**src/rtl/alu_exec_stage.sv**
```systemverilog
// Execute-stage ALU behind a valid/ready input and a registered valid/ready output.
// A two-entry skid (OR + SR) keeps full throughput without a comb out_ready->in_ready path.
module alu_exec_stage #(
  parameter int WIDTH = 32
) (
  input  logic             clk,
  input  logic             rst_n,
  input  logic             in_valid,
  output logic             in_ready,
  input  logic [2:0]       alu_control,
  input  logic [WIDTH-1:0] src_a,
  input  logic [WIDTH-1:0] src_b,
  output logic             out_valid,
  input  logic             out_ready,
  output logic [WIDTH-1:0] result,
  output logic             zero,
  output logic             illegal
);

  typedef struct packed {
    logic [WIDTH-1:0] result;
    logic             zero;
    logic             illegal;
  } entry_t;

  typedef enum logic [1:0] {S_EMPTY, S_ONE, S_TWO} state_t;

  state_t           state_q, state_d;
  entry_t           or_q, or_d;
  entry_t           sr_q, sr_d;
  entry_t           new_e;
  logic [WIDTH-1:0] alu_res;
  logic             alu_ill;
  logic             slt;
  logic             accept;

  assign slt = $signed(src_a) < $signed(src_b);

  always_comb begin
    alu_res = '0;
    alu_ill = 1'b0;
    case (alu_control)
      3'b000:  alu_res = src_a + src_b;
      3'b001:  alu_res = src_a - src_b;
      3'b010:  alu_res = src_a | src_b;
      3'b011:  alu_res = src_a & src_b;
      3'b101:  alu_res = {{(WIDTH-1){1'b0}}, slt};
      default: alu_ill = 1'b1;
    endcase
    new_e.result  = alu_res;
    new_e.zero    = (alu_res == '0);
    new_e.illegal = alu_ill;
  end

  // in_ready depends on state only, so downstream ready never reaches upstream combinationally
  assign in_ready  = (state_q != S_TWO);
  assign out_valid = (state_q != S_EMPTY);
  assign accept    = in_valid && in_ready;

  always_comb begin
    state_d = state_q;
    or_d    = or_q;
    sr_d    = sr_q;
    case (state_q)
      S_EMPTY: begin
        if (accept) begin
          or_d    = new_e;
          state_d = S_ONE;
        end
      end
      S_ONE: begin
        if (accept && out_ready) begin
          or_d = new_e;
        end else if (accept) begin
          sr_d    = new_e;
          state_d = S_TWO;
        end else if (out_ready) begin
          state_d = S_EMPTY;
        end
      end
      S_TWO: begin
        if (out_ready) begin
          or_d    = sr_q;
          state_d = S_ONE;
        end
      end
      default: state_d = S_EMPTY;
    endcase
  end

  always_ff @(posedge clk or negedge rst_n) begin
    if (!rst_n) begin
      state_q <= S_EMPTY;
      or_q    <= '0;
      sr_q    <= '0;
    end else begin
      state_q <= state_d;
      or_q    <= or_d;
      sr_q    <= sr_d;
    end
  end

  assign result  = or_q.result;
  assign zero    = or_q.zero;
  assign illegal = or_q.illegal;

endmodule

```
**config.mk**
```make
export PLATFORM = sky130hd
export DESIGN_NAME = alu_exec_stage
export DESIGN_NICKNAME = d
export VERILOG_FILES = /design/src/rtl/alu_exec_stage.sv
export SDC_FILE = /design/constraint.sdc
export NUM_CORES = 1
export LEC_CHECK = 0
export ABC_AREA = 1
export CORE_MARGIN = 1
export CORE_UTILIZATION = 50
export CTS_CLUSTER_DIAMETER = 200
export DETAILED_ROUTE_END_ITERATION = 10
export PLACE_DENSITY = 0.74
export RECOVER_POWER = 25
export SLEW_MARGIN = 5
export SYNTH_ARGS = -nofsm -noshare
export SYNTH_HDL_FRONTEND = slang
export SYNTH_SLANG_ARGS = --single-unit
```
**constraint.sdc**
```tcl
create_clock -name clk -period 1.8 [get_ports clk]
set_input_delay 0.45 -clock clk [delete_from_list [all_inputs] [get_ports clk]]
set_output_delay 0.45 -clock clk [all_outputs]
set_load 0.02 [all_outputs]
```
==> impl_metrics.env, run 1 <==
export IMPL_clock_path_buffers=2
export IMPL_root_buffer="clkbuf_16"
export IMPL_htreeDepth=3
export IMPL_ys_seq_elements=70
export IMPL_synth_edff_count=0
export IMPL_synth_cell_types=48
export IMPL_die_x_um=138
export IMPL_postGrtWorstEndpoint="zero$_DFFE_PN0P_/D"
export IMPL_place_inst=2176
export IMPL_numCtsBuffers=9
export IMPL_rows=49
export IMPL_overflow=2690
export IMPL_routabilityCongestion=0.946
export IMPL_yosysTopAreaCell="dfrtp_1"
export IMPL_syn_nets=1747
export IMPL_outcome_stop_stage="global routing"
export IMPL_synthFlopType="dfrtp_1"
export IMPL_synthTopCellsByArea="dfrtp_1 (19%), nand2_1 (19%), ha_1 (13%)"
export IMPL_syn_area_sq_um=9290
export IMPL_synth_area_per_cell_sq_um=5.89
export IMPL_grtUsageTotal=1.09
export IMPL_die_h_um=138
export IMPL_cts_sinks=70
export IMPL_ys_warnings_count=0
export IMPL_async_flop_share=1.00
export IMPL_dp_hpwl_um=28300
export IMPL_ys_seq_area_frac=0.189
export IMPL_cts_hold_buf=0
export IMPL_tool_error="[ERROR GRT-0232] Routing congestion too high. Check the congestion heatmap in the GUI."
export IMPL_io_buffer_count=106
export IMPL_io_pins=107
export IMPL_netlist_instances=1578
export IMPL_initial_core_util=0.514
export IMPL_yosysTopAreaCellShare=0.189
export IMPL_grt_start_max_net_pins=71
export IMPL_worst_endpoint_kind="register data pin"
export IMPL_run_status="aborted with a tool error"
==> logic make-up after synthesis <==
logic type               Yosys count  synth area share
AO/OA/AOI/OAI                    229             0.136
XOR/XNOR                           4           0.00377
adder cells (fa/ha/maj)           98             0.134
buffers and inverters            374             0.161
flip-flops                        70             0.189
AND/OR/NAND/NOR                  803             0.377
==> repair_timing <==
action                     4_1_cts
pin swaps                      275
resized for setup              831
buffers inserted               102
cloned                           0
setup endpoints to repair       68
==> stage by stage <==
stage	utilization	setup WS [ns]	setup TNS [ns]	instance area (sq um)	hold WS, ns
2_1_floorplan	-	-0.469	-7.26	9910	0.154
3_3_place_gp	0.743	-1.55	-70.33	13400	0.455
3_5_place_dp	0.743	-1.59	-74.29	13400	0.465
4_1_cts	0.902	-0.754	-18.56	16300	0.151
==> per-layer routing <==
metal,global-route usage,GRT overflow
met4,1.19,413
met2,1.59,2232
met1,0.933,26
met3,0.766,18
met5,0.331,1
==> synth_stat cells (2+ instances only) <==
| master | number |
|---|---|
| nand3_1 | 117 |
| o21ai_1 | 9 |
| o21a_1 | 2 |
| dfrtp_1 | 70 |
| nand4_1 | 14 |
| clkbuf_1 | 23 |
| nor2_1 | 118 |
| buf_2 | 10 |
| inv_2 | 25 |
| xor2_1 | 4 |
| and2_1 | 6 |
| nor3_2 | 4 |
| a21oi_2 | 6 |
| nand2_2 | 27 |
| buf_1 | 2 |
| o21ai_0 | 91 |
| nand3b_1 | 8 |
| o21bai_1 | 7 |
| buf_6 | 6 |
| o22ai_1 | 29 |
| nand3_2 | 10 |
| inv_1 | 293 |
| nor3_1 | 11 |
| o221ai_1 | 2 |
| a21oi_1 | 75 |
| nand2_1 | 462 |
| fa_1 | 2 |
| nor2_2 | 13 |
| and3_1 | 2 |
| clkinv_1 | 5 |
| ha_1 | 96 |
| buf_4 | 10 |
| nor2_4 | 3 |
| a31oi_1 | 2 |
==> inputs of run 2 (changes only) <==
Settings changed: CORE_UTILIZATION 50 to 35, CTS_CLUSTER_DIAMETER 200 to not set, PLACE_DENSITY 0.74 to not set, PLACE_DENSITY_LB_ADDON set to 0.15.
==> impl_metrics.env, run 2 <==
export IMPL_run_status="finished, violations left"
export IMPL_failed_checks="negative setup slack"
export IMPL_netlist_instances=1578
export IMPL_crit_arrival_ns=2.73
export IMPL_core_sq_um=26100
export IMPL_max_stage_delay_ns=0.33
export IMPL_setup_worst_path_class="primary input to flop"
export IMPL_synthMuxAreaShare=0
export IMPL_cts_clk_slew_worst_paths_ns=0.05
export IMPL_routabilityCongestion=0.953
export IMPL_n_antenna_cell=0
export IMPL_setup_viol=59
export IMPL_timing_final_crit_share=1.37
export IMPL_grt_pass1_wl_um=56100
export IMPL_initial_core_util=0.356
export IMPL_avgRoutedWirePerCell_um=15.9
export IMPL_synth_edff_count=0
export IMPL_synth_xor_area_share=0.00377
export IMPL_dp_hpwl_um=27900
export IMPL_layout_commonest_cell="nand2_1"
export IMPL_ys_warnings_count=0
export IMPL_synth_commonest_cells="nand2_1 (462), inv_1 (293), nor2_1 (118), nand3_1 (117), ha_1 (96)"
export IMPL_worstPathMaxFanout=7
export IMPL_io_buffer_count=106
export IMPL_p_seq_frac=0.222
export IMPL_p_leak_uw=0.00869
export IMPL_rsz0062_at_grt="yes"
export IMPL_io_pins=107
export IMPL_syn2layout_area_growth_pct=86.1
export IMPL_ys_seq_area_frac=0.189
export IMPL_async_flop_share=1.00
export IMPL_path_cells="buf_6 -> inv_4 -> ha_4 -> buf_6 -> nand2_4 -> inv_2 -> nand2_2 -> nor3_2 -> nand2_2 -> nand2_4 -> nand2_1 -> nand3_1 -> nand3b_1 -> nor2_1 -> nand3_1 -> nor2_2 -> nand3_2 -> nand2_2 -> nand2_1 -> nand2_1"
export IMPL_htreeDepth=3
export IMPL_drtAntennaViolNets=0
export IMPL_fin_crit_ns=2.46
export IMPL_synthSimpleGateAreaFrac=0.377
export IMPL_overflow=0
export IMPL_final_cells=2341
export IMPL_crit_buf_inv=4
export IMPL_fin_skew_ns=0.00439
export IMPL_syn_area_sq_um=9290
export IMPL_final_cell_mix="nand2_1 (278), buf_4 (240), inv_1 (174), nand2_2 (141), buf_6 (123)"
export IMPL_die_x_um=165
export IMPL_final_hold_viol_count=0
export IMPL_largest_reg_flops=34
export IMPL_end_kind="flop"
export IMPL_drc=0
export IMPL_clk_latency_ns=0.32
export IMPL_synthTopCellsByArea="dfrtp_1 (19%), nand2_1 (19%), ha_1 (13%)"
export IMPL_grtUsageTotal=0.265
export IMPL_numCtsBuffers=9
export IMPL_netSwitchingPower_uw=4450
export IMPL_yosysTopAreaCellShare=0.189
export IMPL_nNetsFinal=2171
export IMPL_clock_path_buffers=2
export IMPL_slew_violations=0
export IMPL_peakVddDrop_mv=0.877
export IMPL_crit_family="simple AND/OR/NAND/NOR gates"
export IMPL_regMostFlops="sr_q"
export IMPL_hold_path_class="primary input to asynchronous set/reset pin"
export IMPL_synth_adder_area_share=0.134
export IMPL_place_inst=2230
export IMPL_r2r_cells=10
export IMPL_pre_cts_ws_ns=-1.65
export IMPL_timing_fmax_mhz=407
export IMPL_worst_slack_ns=-0.659
export IMPL_clkPwrFrac=0.152
export IMPL_ys_seq_elements=70
export IMPL_cts_sinks=70
export IMPL_synth_area_per_cell_sq_um=5.89
export IMPL_switching_share=0.422
export IMPL_power_uw=10500
export IMPL_syn_nets=1747
export IMPL_drtIter0Drc=670
export IMPL_cellPowerDensity_nw_per_um2=609
export IMPL_synth_top_family_by_area="simple AND/OR/NAND/NOR gates"
export IMPL_cp_slowest_cell="ha_4"
export IMPL_synthFlopType="dfrtp_1"
export IMPL_via_count=11700
export IMPL_routed_wl_um=37300
export IMPL_synth_cell_types=48
export IMPL_hold_ws_ns=0.262
export IMPL_die_h_um=165
export IMPL_required_ns=2.07
export IMPL_grt_start_max_net_pins=61
export IMPL_fill_cells=2169
export IMPL_grt_pass1_vias=11100
export IMPL_cp_start_kind="primary input"
export IMPL_dieArea_sq_um=27200
export IMPL_tightest_slew_ns=0.981
export IMPL_timing_rr_start="state_q[1]"
export IMPL_antenna_found_initial=1
export IMPL_drtPass1Iterations=7
export IMPL_cts_tree="yes"
export IMPL_power_frac_comb=0.626
export IMPL_yosysMostFrequentCell="nand2_1"
export IMPL_r2r_slack_ns=0.17
export IMPL_via_per_inst=5.00
export IMPL_rows=59
export IMPL_root_buffer="clkbuf_16"
export IMPL_yosysTopAreaCell="dfrtp_1"
export IMPL_synth_compound_area_frac=0.136
export IMPL_cap_violations=0
export IMPL_timing_rr_end="result[14]"
export IMPL_maxSlewHeadroom=0.346
export IMPL_p_int_uw=6090
export IMPL_drive_above_1_share=0.574
==> run 2: cell counts after synthesis <==
No cell type changed its count.
==> run 2: kinds of logic (layout without fill, tap and decap cells) <==
group | after synthesis | in the layout
xor+xnor | 4 | 4
simple gates | 803 | 803
fa+ha+maj | 98 | 98
compound gates | 229 | 229
flops | 70 | 70
buf+inv | 374 | 802
==> run 2: per-stage QoR <==
step | utilization | TNS [ns] | cell area, sq um
final | 0.663 | -16.97 | 17300
after global routing | 0.663 | -22.42 | 17300
after CTS | 0.596 | -19.96 | 15500
after detailed placement | 0.506 | -73.21 | 13200
after global placement | 0.506 | -72.11 | 13200
after floorplan | - | -7.26 | 9910
==> run 2: cell type report <==
| cell class | count | area, sq um | area share |
|---|---|---|---|
| Timing Repair Buffer | 464 | 4330 | 0.250 |
| Multi-Input combinational cell | 1134 | 9190 | 0.532 |
| Tap cell | 335 | 419 | 0.0242 |
| Sequential cell | 70 | 1750 | 0.101 |
| Clock buffer | 14 | 264 | 0.0153 |
| Inverter | 323 | 1330 | 0.0769 |
| Clock inverter | 1 | 5.00 | 0.000290 |
==> run 2: worst max-delay path by stage <==
stage               slack [ns]  startpoint  depth (start not counted)    to
finish                   -0.66    src_b[9]                         20  zero
global route             -0.77    src_b[9]                         20  zero
CTS                      -0.70    src_a[0]                         25  zero
detailed placement       -1.65   src_a[23]                         20  zero
global placement         -1.68   src_b[23]                         20  zero
floorplan                -0.47    src_a[0]                         21  zero
==> run 2: per-layer routing <==
layer,up-vias,part of all wire,global-route usage
met1,5529,0.45,0.359
li1,5768,-,-
met5,-,0,0
met3,73,0.044,0.0181
met2,337,0.47,0.444
met4,0,0.032,0.0830
==> run 2: repair_timing <==
action,4_1_cts,5_1_grt
hold buffers,0,0
setup endpoints to repair,68,69
pin swaps,238,297
resized for setup,697,485
buffers inserted,79,55
==> run 2: power groups by stage <==
stage               combinational, uW  clock (uW)  sequential (uW)
floorplan                        2400           0             2640
global placement                 4800           0             2360
detailed placement               4850           0             2370
CTS                              5730        1640             2350
global route                     7120        1700             2410
finish                           6590        1600             2340
==> run 2: worst reg2reg max path: stages, from the launching register on <==
cell and delay, ns:
dfrtp_1 0.40, inv_1 0.13, nand2_1 0.08, nand2_1 0.06
inv_1 0.05, nor3_2 0.16, inv_2 0.13, buf_12 0.18
a21oi_1 0.22, o21ai_4 0.09, nand2_1 0.09
(Power assumes the default switching activity.)
